File: src/rtl/elevator_pkg.sv
// Shared definitions for the elevator dispatcher.
//   N_FLOORS : number of floors, numbered 1..N_FLOORS (pending bit i = floor i+1)
//   FLOOR_W  : width of a floor number; NO_FLOOR (0) means "no floor"
//   IDX_W    : width of a pending-bit index
//   state_t  : dispatcher FSM state, with constants IDLE / PICK / OFFER
package elevator_pkg;

  localparam int unsigned N_FLOORS = 8;
  localparam int unsigned FLOOR_W  = 4;
  localparam int unsigned IDX_W    = $clog2(N_FLOORS);

  typedef logic [FLOOR_W-1:0] floor_t;
  typedef logic [IDX_W-1:0]   idx_t;

  localparam floor_t NO_FLOOR = '0;

  typedef logic [1:0] state_t;
  localparam state_t IDLE  = 2'd0;
  localparam state_t PICK  = 2'd1;
  localparam state_t OFFER = 2'd2;

  // Unsigned absolute distance between two floors.
  function automatic floor_t floor_dist(floor_t a, floor_t b);
    return (a >= b) ? floor_t'(a - b) : floor_t'(b - a);
  endfunction

  // Pending-bit index to 1-based floor number.
  function automatic floor_t idx_to_floor(idx_t i);
    return floor_t'(floor_t'(i) + floor_t'(1));
  endfunction

endpackage

File: src/rtl/rr_floor_picker.sv
// Combinational round-robin priority encoder over the pending-call set.
//   pending : candidate floors, bit i = floor i+1
//   rr_ptr  : index where the upward search starts (wraps past N_FLOORS-1 to 0)
//   found   : at least one bit of pending is set
//   index   : first set bit at or after rr_ptr; 0 when found is low
module rr_floor_picker
  import elevator_pkg::*;
(
  input  logic [N_FLOORS-1:0] pending,
  input  logic [IDX_W-1:0]    rr_ptr,
  output logic                found,
  output logic [IDX_W-1:0]    index
);

  always_comb begin
    int unsigned pos;
    found = 1'b0;
    index = '0;
    pos   = 0;
    // Walk offsets from farthest to nearest so the nearest hit is written last.
    for (int unsigned off = N_FLOORS; off > 0; off--) begin
      pos = (32'(rr_ptr) + off - 1) % N_FLOORS;
      if (pending[idx_t'(pos)]) begin
        found = 1'b1;
        index = idx_t'(pos);
      end
    end
  end

endmodule

File: src/rtl/elevator_dispatcher.sv
// Hall-call scheduler sharing two cars between N_FLOORS call buttons.
// Calls are latched into a pending set; one floor at a time is picked round-robin,
// assigned to the nearest idle car and offered on that car's valid/ready handshake.
//   CLK, RST_N                   : clock (rising edge), async active-low reset
//   call_req / cancel_req        : per-floor call set / withdraw (cancel wins)
//   car1_floor / car2_floor      : current car positions (1..N_FLOORS)
//   car1_idle / car2_idle        : car can accept a new target
//   dispatch_valid1/2, _floor1/2 : target offer per car (floor 0 when not valid)
//   dispatch_ready1/2            : car accepts the offer
//   pending                      : registered pending-call set
//   busy                         : FSM is in PICK or OFFER
module elevator_dispatcher
  import elevator_pkg::*;
(
  input  logic                CLK,
  input  logic                RST_N,
  input  logic [N_FLOORS-1:0] call_req,
  input  logic [N_FLOORS-1:0] cancel_req,
  input  logic [FLOOR_W-1:0]  car1_floor,
  input  logic [FLOOR_W-1:0]  car2_floor,
  input  logic                car1_idle,
  input  logic                car2_idle,
  output logic                dispatch_valid1,
  output logic [FLOOR_W-1:0]  dispatch_floor1,
  input  logic                dispatch_ready1,
  output logic                dispatch_valid2,
  output logic [FLOOR_W-1:0]  dispatch_floor2,
  input  logic                dispatch_ready2,
  output logic [N_FLOORS-1:0] pending,
  output logic                busy
);

  state_t              state_q, state_d;
  logic [N_FLOORS-1:0] pending_q, pending_d;
  idx_t                rr_ptr_q, rr_ptr_d;
  idx_t                target_q, target_d;
  logic                car_sel_q, car_sel_d;  // 0 = car 1, 1 = car 2

  logic [N_FLOORS-1:0] pick_set;
  logic                pick_found;
  idx_t                pick_idx;
  floor_t              pick_floor;
  floor_t              dist1, dist2;
  logic                pick_car2;
  logic                any_idle;

  floor_t              offer_floor;
  logic                offering;
  logic                handshake;
  logic                cancel_hit;
  logic [N_FLOORS-1:0] accepted;

  // A floor cancelled in the PICK cycle must not be chosen.
  assign pick_set = pending_q & ~cancel_req;

  rr_floor_picker u_picker (
    .pending (pick_set),
    .rr_ptr  (rr_ptr_q),
    .found   (pick_found),
    .index   (pick_idx)
  );

  assign pick_floor = idx_to_floor(pick_idx);
  assign dist1      = floor_dist(car1_floor, pick_floor);
  assign dist2      = floor_dist(car2_floor, pick_floor);
  assign any_idle   = car1_idle | car2_idle;
  // Car 2 only when it is strictly closer or car 1 is not available; ties go to car 1.
  assign pick_car2  = car2_idle & (~car1_idle | (dist2 < dist1));

  assign offering    = (state_q == OFFER);
  assign offer_floor = idx_to_floor(target_q);
  assign handshake   = offering & (car_sel_q ? dispatch_ready2 : dispatch_ready1);
  assign cancel_hit  = offering & cancel_req[target_q];
  assign accepted    = handshake ? (N_FLOORS'(1) << target_q) : '0;

  // Accepted floor also absorbs a same-cycle call for that floor.
  assign pending_d = (pending_q | call_req) & ~cancel_req & ~accepted;

  always_comb begin
    state_d   = state_q;
    rr_ptr_d  = rr_ptr_q;
    target_d  = target_q;
    car_sel_d = car_sel_q;
    unique case (state_q)
      IDLE: begin
        if ((pending_q != '0) && any_idle) begin
          state_d = PICK;
        end
      end
      PICK: begin
        if (!any_idle || !pick_found) begin
          state_d = IDLE;
        end else begin
          target_d  = pick_idx;
          car_sel_d = pick_car2;
          state_d   = OFFER;
        end
      end
      OFFER: begin
        // Ready wins over a simultaneous cancel.
        if (handshake) begin
          rr_ptr_d = idx_t'((32'(target_q) + 1) % N_FLOORS);
          state_d  = IDLE;
        end else if (cancel_hit) begin
          state_d = IDLE;
        end
      end
      default: state_d = IDLE;
    endcase
  end

  always_ff @(posedge CLK or negedge RST_N) begin
    if (!RST_N) begin
      state_q   <= IDLE;
      pending_q <= '0;
      rr_ptr_q  <= '0;
      target_q  <= '0;
      car_sel_q <= 1'b0;
    end else begin
      state_q   <= state_d;
      pending_q <= pending_d;
      rr_ptr_q  <= rr_ptr_d;
      target_q  <= target_d;
      car_sel_q <= car_sel_d;
    end
  end

  // Outputs decode from registered state only, so an async reset clears them at once.
  assign dispatch_valid1 = offering & ~car_sel_q;
  assign dispatch_valid2 = offering & car_sel_q;
  assign dispatch_floor1 = dispatch_valid1 ? offer_floor : NO_FLOOR;
  assign dispatch_floor2 = dispatch_valid2 ? offer_floor : NO_FLOOR;
  assign pending         = pending_q;
  assign busy            = (state_q != IDLE);

endmodule

File: config.mk
export PLATFORM = sky130hd
export DESIGN_NAME = elevator_dispatcher
export DESIGN_NICKNAME = d
export VERILOG_FILES = /design/src/rtl/elevator_pkg.sv /design/src/rtl/rr_floor_picker.sv /design/src/rtl/elevator_dispatcher.sv
export SDC_FILE = /design/constraint.sdc
export NUM_CORES = 1
export LEC_CHECK = 0
export ABC_AREA = 1
export BUFFER_PORTS_ARGS = -buffer_cell sky130_fd_sc_hd__buf_2
export CAP_MARGIN = 20
export CELL_PAD_IN_SITES_DETAIL_PLACEMENT = 0
export CELL_PAD_IN_SITES_GLOBAL_PLACEMENT = 1
export CORE_ASPECT_RATIO = 0.6
export CORE_MARGIN = 2
export CORE_UTILIZATION = 42
export CTS_BUF_LIST = sky130_fd_sc_hd__clkbuf_16
export DETAILED_ROUTE_END_ITERATION = 8
export PLACE_DENSITY_LB_ADDON = 0.1
export SLEW_MARGIN = 20
export SYNTH_ARGS = -nofsm -noshare
export SYNTH_HDL_FRONTEND = slang
export SYNTH_SLANG_ARGS = --single-unit
File: constraint.sdc
create_clock -name CLK -period 7.4 [get_ports CLK]
set_clock_uncertainty 0.05 [all_clocks]
set_input_delay 1.48 -clock CLK [delete_from_list [all_inputs] [get_ports CLK]]
set_output_delay 1.48 -clock CLK [all_outputs]
set_load 0.02 [all_outputs]
# [After elaboration in Yosys (flattened, before gate mapping)]
# Index checks and enable logic that the tools add are counted.
[totals] ff_bits=17 input_bits=30 out_inout_bits=19 wordCells=116
[classes] add_sub_neg=23 order_cmp=12 n_eq_ne=4 shifts=1 n_mux=45 bitwise_logic=16 reduce_logical=10
[ops] cell="$lt 3x4->1 const B" count=9
[ops] cell="$bmux 1 s3" count=9
[ops] cell="$and 8x8->8" count=3
[ops] cell="$mux 3" count=8
[ops] cell="$sub 3x1->3 const B" count=8
[ops] cell="$mux 1" count=18
[ops] cell="$mux 4" count=4
[ops] cell="$not 8->8" count=2
[ops] cell="$sub 4x4->4" count=4
[ops] cell="$add 3x3->3 const B" count=4
[ops] cell="$add 3x1->3 const B" count=3
[ops] cell="$add 3x1->4 const B" count=2
[ops] cell="$ge 4x4->1" count=2
[ops] cell="$mux 2" count=4
[ops] cell="$mux 8" count=1
[ops] cell="$or 8x8->8" count=1
[ops] cell="$reduce_bool 8->1" count=1
[ops] cell="$shl 1x3->8 const A" count=1
[ops] cell="$add 3x2->3 const B" count=2
[ops] cell="$pmux 2 s3" count=1
[ops] cell="$reduce_and 2->1" count=3
[ops] cell="$and 1x1->1" count=5
[ops] cell="$lt 4x4->1" count=1
[ops] cell="$ne 3x1->1 const B" count=1
[ops] cell="other kinds (10)" count=14

# [Depth between registers and ports, before layout]
# Gate-level depths: netlist of run 1.
[logic_depth] depth_word=18 mapped_depth=33 depth_no_buf=32

# [Modules after synthesis]
# Synthesis of run 1 repeated with hierarchy kept, for this count alone.
[unflattened] hier_cells=398 hier_area_um2=2603.7
[modules_own_cells] module="elevator_dispatcher" n_inst=1 cells_per_inst=272 area_each_um2=1809.2 seq_area_each_um2=425.4
[modules_own_cells] module="rr_floor_picker" n_inst=1 cells_per_inst=126 area_each_um2=794.5 seq_area_each_um2=0.0

# [Worst setup path after synthesis of run 1]
# Ideal clock, no wire load.
[synth_path] path_type="input port to flip-flop" startpoint="input port cancel_req[0]" endpoint="register car_sel_q" setup_time_ns=0.076 t_arrival_ns=4.657 required_time_ns=7.274 setup_slack_ns=2.617 path_stages=30 n_path_buf=0 path_cell_list="inv_1 nand3_2 nand3_1 nand3_2 nand2_2 inv_2 nand2_1 nand2_1 nand2_1 nand2_1 nand2_1 nand2_1 nand3_1 nand2_2 ha_1 ha_1 inv_1 o22ai_1 inv_1 o21bai_1 o21ai_0 nand2_1 mux2i_1 xnor2_1 ha_1 a21oi_1 nand2_1 nand2_1 nand3_1 o21ai_1"
[synth_via] elab_chain_len=18
[synth_lines] element="from (decl)" line_no="elevator_dispatcher.sv:18" source="input logic [N_FLOORS-1:0] cancel_req,"
[synth_lines] element="$not 8->8 *" line_no="elevator_dispatcher.sv:54" source="assign pick_set = pending_q & ~cancel_req;"
[synth_lines] element="$and 8x8->8 *" line_no="elevator_dispatcher.sv:54"
[synth_lines] element="$bmux 1 s3" line_no="rr_floor_picker.sv:23" source="if (pending[idx_t'(pos)]) begin"
[synth_lines] element="$mux 1 (not written as such)" line_no="rr_floor_picker.sv:23"
[synth_lines] element="$mux 3 (7 in a row)" line_no="rr_floor_picker.sv:23"
[synth_lines] element="$mux 3 *" line_no="rr_floor_picker.sv:23"
[synth_lines] element="named net pick_idx[0]" line_no="elevator_dispatcher.sv:41" source="idx_t pick_idx;"
[synth_lines] element="$add 3x1->4 *" line_no="elevator_pkg.sv:29" source="return floor_t'(floor_t'(i) + floor_t'(1));"
[synth_lines] element="$sub 4x4->4 / $ge 4x4->1 (equally long branches)" line_no="elevator_pkg.sv:24" source="return (a >= b) ? floor_t'(a - b) : floor_t'(b - a);"
[synth_lines] element="$mux 4" line_no="elevator_pkg.sv:24"
[synth_lines] element="$lt 4x4->1 *" line_no="elevator_dispatcher.sv:68" source="assign pick_car2 = car2_idle & (~car1_idle | (dist2 < dist1));"
[synth_lines] element="$or 1x1->1 *" line_no="elevator_dispatcher.sv:68"
[synth_lines] element="$and 1x1->1 *" line_no="elevator_dispatcher.sv:68"
[synth_lines] element="to (signal assigned)" line_no="elevator_dispatcher.sv:124" source="car_sel_q <= car_sel_d;"
[synth_lines] element="to (decl)" line_no="elevator_dispatcher.sv:37" source="logic car_sel_q, car_sel_d;"
# Mark *: on every way through the listed nets, which the timed path passes. The rest lies on a longest branch. The select of a mux whose other input is x is not followed.
# A chain may end at the register's enable or synchronous reset.

# [Worst setup path in the final report of run 1]
[layout_path] startpoint="register rr_ptr_q[0]" endpoint="register car_sel_q"
[layout_via] elab_chain_len=18
[layout_lines] element="from (decl)" line_no="elevator_dispatcher.sv:35" source="idx_t rr_ptr_q, rr_ptr_d;"
[layout_lines] element="from (signal assigned)" line_no="elevator_dispatcher.sv:122" source="rr_ptr_q <= rr_ptr_d;"
[layout_lines] element="$add 3x1->3" line_no="rr_floor_picker.sv:22" source="pos = (32'(rr_ptr) + off - 1) % N_FLOORS;"
[layout_lines] element="$sub 3x1->3" line_no="rr_floor_picker.sv:22"
[layout_lines] element="$bmux 1 s3" line_no="rr_floor_picker.sv:23"
[layout_lines] element="$mux 1 (not written as such)" line_no="rr_floor_picker.sv:23"
[layout_lines] element="$mux 3 (7 in a row)" line_no="rr_floor_picker.sv:23"
[layout_lines] element="$mux 3 *" line_no="rr_floor_picker.sv:23"
[layout_lines] element="named net pick_idx[0]" line_no="elevator_dispatcher.sv:41"
[layout_lines] element="$add 3x1->4 *" line_no="elevator_pkg.sv:29"
[layout_lines] element="$sub 4x4->4 / $ge 4x4->1 (equally long branches)" line_no="elevator_pkg.sv:24"
[layout_lines] element="$mux 4" line_no="elevator_pkg.sv:24"
[layout_lines] element="$lt 4x4->1 *" line_no="elevator_dispatcher.sv:68"
[layout_lines] element="$or 1x1->1 *" line_no="elevator_dispatcher.sv:68"
[layout_lines] element="$and 1x1->1 *" line_no="elevator_dispatcher.sv:68"
# Marked as above.

==> results of run 1 <==
-- critical path, delay by kind of cell (launching register included) --
family	cells	cell delay [ns]
fa+ha+maj	4	1.57
simple gates	14	1.15
flops	1	0.71
buf+inv	5	0.63
compound gates	5	0.62
mux	1	0.23
xor+xnor	1	0.17
-- routing by layer --
layer,global-route usage (%),vias to the layer above
met5,0,-
met4,2.35,0
met3,3.34,0
met2,29.2,83
met1,40.7,1022
li1,-,1156
-- flip-flops by register name, summed over array words and instances (netlist names) --
signal / flops
pending: 8
rr_ptr_q: 3
target_q: 3
state_q: 2
car_sel_q: 1
-- synth_stat cells (all sizes together), types with 2 or more instances --
cell type / count
nand2: 70
inv: 61
nand3: 58
ha: 27
dfrtp: 17
o21ai: 16
a21oi: 15
nor2: 13
o221ai: 6
xnor2: 5
xor2: 5
o211ai: 4
buf: 3
fa: 3
nand4: 3
clkbuf: 2
nor4: 2
o21bai: 2
-- cell type report --
type / instances / area (um2) / area share [%]
multi-input combinational: 239 / 1560 / 59.6
sequential: 17 / 425 / 16.2
timing repair buffer: 48 / 240 / 9.16
inverter: 61 / 229 / 8.73
tap: 66 / 82.6 / 3.15
clock buffer: 3 / 75.1 / 2.86
clock inverter: 1 / 7.51 / 0.286
-- logic make-up (layout without fill, tap and decap cells) --
logic type / after synthesis / after routing / share of synthesized area (%)
AO/OA/AOI/OAI: 48 / 48 / 13.1
XOR/XNOR: 10 / 10 / 5.37
adder cells (fa/ha/maj): 30 / 30 / 17.6
buffers and inverters: 66 / 113 / 12.0
flip-flops: 17 / 17 / 18.8
multiplexers: 2 / 2 / 0.941
AND/OR/NAND/NOR: 149 / 149 / 32.2
-- through the flow --
| stage | hold slack [ns] | setup slack (ns) | utilization [%] | cell area [um2] |
|---|---|---|---|---|
| 6_report | 0.515 | 2.19 | 51.1 | 2620 |
| 5_1_grt | 0.544 | 1.67 | 51.1 | 2620 |
| 4_1_cts | 0.513 | 2.22 | 51.1 | 2620 |
| 3_5_place_dp | 0.500 | 2.00 | 49.5 | 2540 |
| 3_3_place_gp | 0.503 | 2.09 | 49.5 | 2540 |
| 2_1_floorplan | 0.497 | 2.62 | - | 2260 |
-- final timing paths --
path | slack [ns] | end | start
min in group asynchronous | 1.10 | pending[0]$_DFF_PN0_ | RST_N
hold reg to reg | 0.51 | state_q[0]$_DFFE_PN0P_ | state_q[0]$_DFFE_PN0P_
max in group asynchronous | 5.90 | pending[4]$_DFF_PN0_ | RST_N
setup reg to reg | 2.19 | car_sel_q$_DFFE_PN0P_ | rr_ptr_q[0]$_DFFE_PN0P_
hold / removal | 0.51 | state_q[0]$_DFFE_PN0P_ | state_q[0]$_DFFE_PN0P_
setup / recovery | 2.19 | car_sel_q$_DFFE_PN0P_ | rr_ptr_q[0]$_DFFE_PN0P_
==> results.md, run 1 <==
* Pre-Repair DR Iteration Count at 5
* Period utilization at 70.4%
* Slew @ Worst Pin at 0.622 ns
* Total track usage at 23.3%
* Setup tns final at 0 ns
* Cell Area, Synth at 0.00226 mm2
* Final hold violation count at 0
* Hold Path Class: reg -> reg
* Slowest stage delay, CP at 0.71 ns
* Gr ovfl total at 0
* Post-DP HPWL at 5.60 mm
* Die area at 0.00600 mm2
* Synth area leaders: dfrtp_1 (19%), ha_1 (15%), nand3_1 (10%), nand2_1 (10%), inv_1 (8.5%)
* Vias in the first global route at 1990
* Post-CTS Resized at 0
* Seq/Total Area, Yosys at 18.8%
* Critical path type: reg -> reg
* CTS tree: done
* Post-CTS Setup Inserts at 0
* CTS Buf Count at 3
* Status: finished clean
* Die W at 98.7 um
* Met2 WL at 2.34 mm
* Vias at 2261
* Placed Cells at 431
* Row count at 20
* Fill cells at 515
* Global-route wire length before repair at 10.7 mm
* Global placement routability congestion at 0.921
* Async set-reset flop share out of synthesis at 100%
* Max clock buf depth at 2
* Routed WL per cell at 15.4 um
* Final net count at 430
* Slowest stage cell, crit path: dfrtp_1
* N_diodes at 0
* Fmax at 0.192 GHz
* Top Layer Used: met3
* Crit path time final at 5.21 ns
* Synth warn at 0
* Max-slew violation count at 0
* Most frequent cells in the layout: nand2_1 (62), inv_1 (51), buf_2 (48)
* Startpoint type of the worst setup path: flip-flop
* Final setup violation count at 0
* Largest net degree at the start of global routing at 18
* Synth unique cells at 36
* Root Driver: clkbuf_16
* Top FF cell, synth: dfrtp_1
* Crit path DAT at 5.34 ns
* Via density at 5.20
* Mapped Cells at 322
* Top cell by count, worst path: nand2_1
* Required @ worst endpoint at 7.53 ns
* Mapped Avg Cell Area at 7.02 um2
* RSZ-0062 raised after global routing: no
* MaxCap Viol Count at 0
* Synth top area share at 18.8%
* Initial drt markers at 214
* Input/output buffers at 48
* Hold Path Depth at 3
* Total Wirelength at 6.69 mm
* P&R area growth vs syn at 16.1%
* Final Non-Filler Cells at 435
* Post-synth EDFFs at 0
* Synth area leader: dfrtp_1
* Post-CTS Hold Buffers at 0
* Wl on met1 at 3.76 mm
* Clock Latency Late Sink at 0.25 ns
* Ports at 49
* Max FO, Critical Path at 12
* Reg clk slew, reported paths at 0.06 ns
* Die height at 60.8 um
* Initial core utilization at 44.0%
* Initial antenna violation count at 0
* H-tree depth at 1
* Core area at 0.00513 mm2
* Layout cell share with drive strength beyond 1 at 23.6%
* Leading cell type in the layout, fill and taps excluded: nand2_1
* CTS sink cnt at 17
* DRC at 0
* Register bit count reported by yosys at 17
* R2R cell count at 30
* Post-route ant nets at 0
* CP Capture Type: flip-flop
* WL met3 at 589 um
* Slew margin rel. at 58.1%
* Syn_nets at 382
Power of run 1 is left out: the tool's default activity adds up to more than one toggle a clock period on the data nets, which glitch-free logic cannot reach.
==> run 2, diff against run 1 <==
Settings changed: CORE_UTILIZATION 42 to 39.
Clock period 7.4 ns to 5 ns, I/O delays scaled along.
==> results.md, run 2 (same netlist as run 1, synthesis figures left out) <==
* Clock Latency Late Sink at 0.25 ns
* Global-route wire length before repair at 10.5 mm
* Reg clk slew, reported paths at 0.06 ns
* Critical path type: in -> reg
* Die height at 63.0 um
* Total Wirelength at 6.20 mm
* Total track usage at 20.5%
* N_diodes at 0
* Most frequent cells in the layout: nand2_1 (62), inv_1 (51), buf_2 (48)
* Slowest stage delay, CP at 0.37 ns
* Hold Path Class: reg -> reg
* Final setup violation count at 0
* Hold path startpoint: state_q[0]$_DFFE_PN0P_
* Startpoint type of the worst setup path: primary input
* Largest net degree at the start of global routing at 18
* Initial drt markers at 116
* Max-slew violation count at 0
* Slowest stage cell, crit path: ha_1
* H-tree depth at 1
* Max FFs per register at 8
* Gr ovfl total at 0
* Routed WL per cell at 13.7 um
* Max clock buf depth at 2
* CTS Buf Count at 3
* Required @ worst endpoint at 5.13 ns
* Vias in the first global route at 2158
* P&R area growth vs syn at 17.7%
* Die W at 102 um
* WL met3 at 407 um
* Min-Delay Endpoint: state_q[0]$_DFFE_PN0P_
* Initial core utilization at 40.6%
* CTS sink cnt at 17
* Pre-Repair DR Iteration Count at 4
* Placed Cells at 447
* Wl on met1 at 3.37 mm
* Final net count at 432
* Slew @ Worst Pin at 0.579 ns
* Core area at 0.00557 mm2
* Fmax at 0.221 GHz
* Leading cell type in the layout, fill and taps excluded: nand2_1
* Post-route ant nets at 0
* Root Driver: clkbuf_16
* CTS tree: done
* Die area at 0.00644 mm2
* DRC at 0
* Post-DP HPWL at 5.30 mm
* Crit path DAT at 4.65 ns
* Ports at 49
* Setup tns final at 0 ns
* CP Capture Type: flip-flop
* RSZ-0062 raised after global routing: no
* Global placement routability congestion at 0.943
* Status: finished clean
* R2R cell count at 30
* Reg2reg end: car_sel_q$_DFFE_PN0P_
* Initial antenna violation count at 0
* Final hold violation count at 0
* Met2 WL at 2.41 mm
* Top cell by count, worst path: nand2_1
* Crit path time final at 4.52 ns
* Layout cell share with drive strength beyond 1 at 24.3%
* Top Layer Used: met4
* Final Non-Filler Cells at 451
* Vias at 2279
* Flop-to-flop setup slack at 0.55 ns
* Post-CTS Setup Inserts at 0
* Row count at 21
* Input/output buffers at 48
* Via density at 5.05
* Max FO, Critical Path at 6
* Period utilization at 90.3%
* RR Startpoint: rr_ptr_q[0]$_DFFE_PN0P_
* Hold Path Depth at 3
* MaxCap Viol Count at 0
* Slew margin rel. at 61.1%
[run 2: cell count changes in the layout (fill, tap and decap cells not counted)]
cell	delta
ha_1	-1
ha_2	+1
buf_4	+2
[run 2: worst max-delay path by stage]
| stage | from | end | cells past startpoint | slack [ns] |
|---|---|---|---|---|
| floorplan | cancel_req[0] | car_sel_q$_DFFE_PN0P_ | 30 | 0.70 |
| global placement | cancel_req[7] | car_sel_q$_DFFE_PN0P_ | 31 | 0.26 |
| detailed placement | cancel_req[7] | car_sel_q$_DFFE_PN0P_ | 31 | 0.22 |
| CTS | cancel_req[7] | car_sel_q$_DFFE_PN0P_ | 31 | 0.48 |
| global route | cancel_req[7] | car_sel_q$_DFFE_PN0P_ | 30 | 0.03 |
| finish | cancel_req[3] | car_sel_q$_DFFE_PN0P_ | 30 | 0.48 |
[run 2: metal layers]
metal | GRT usage, % | vias to the layer above
met5 | 0 | -
met4 | 1.00 | 0
met3 | 3.58 | 2
met2 | 27.4 | 72
met1 | 34.7 | 1038
li1 | - | 1167
[run 2: critical path, delay by kind of cell]
family / cells / cell delay [ns]
and+or+nand+nor: 15 / 1.31
adders and majority gates: 3 / 0.97
muxes: 1 / 0.23
xor gates and xnor gates: 1 / 0.15
AOI/OAI and AO/OA: 5 / 0.59
buffers and inverters: 5 / 0.41
[run 2: layout make-up]
cell class / count / area [um2]
clock inverter: 1 / 7.51
clock buffer: 3 / 75.1
timing repair buffer: 50 / 255
fill: 591 / 2910
inverter: 61 / 229
sequential: 17 / 425
multi-input combinational: 239 / 1570
tap: 80 / 100
[run 2: stage by stage]
stage	hold slack, ns	util [%]	worst slack (ns)	area, um2
final	0.510	47.7	0.483	2660
after global placement	0.492	46.2	0.265	2570
after floorplan	0.497	-	0.697	2260
after detailed placement	0.506	46.2	0.220	2570
after global routing	0.552	47.7	0.0256	2660
after CTS	0.517	47.7	0.476	2660
[run 2: repair_timing]
action                                  in CTS  in global routing
endpoints found under the setup margin       0                  1
resized for setup                            0                  1
hold buffers                                 0                  0
Power of run 2 is left out for the same reason.
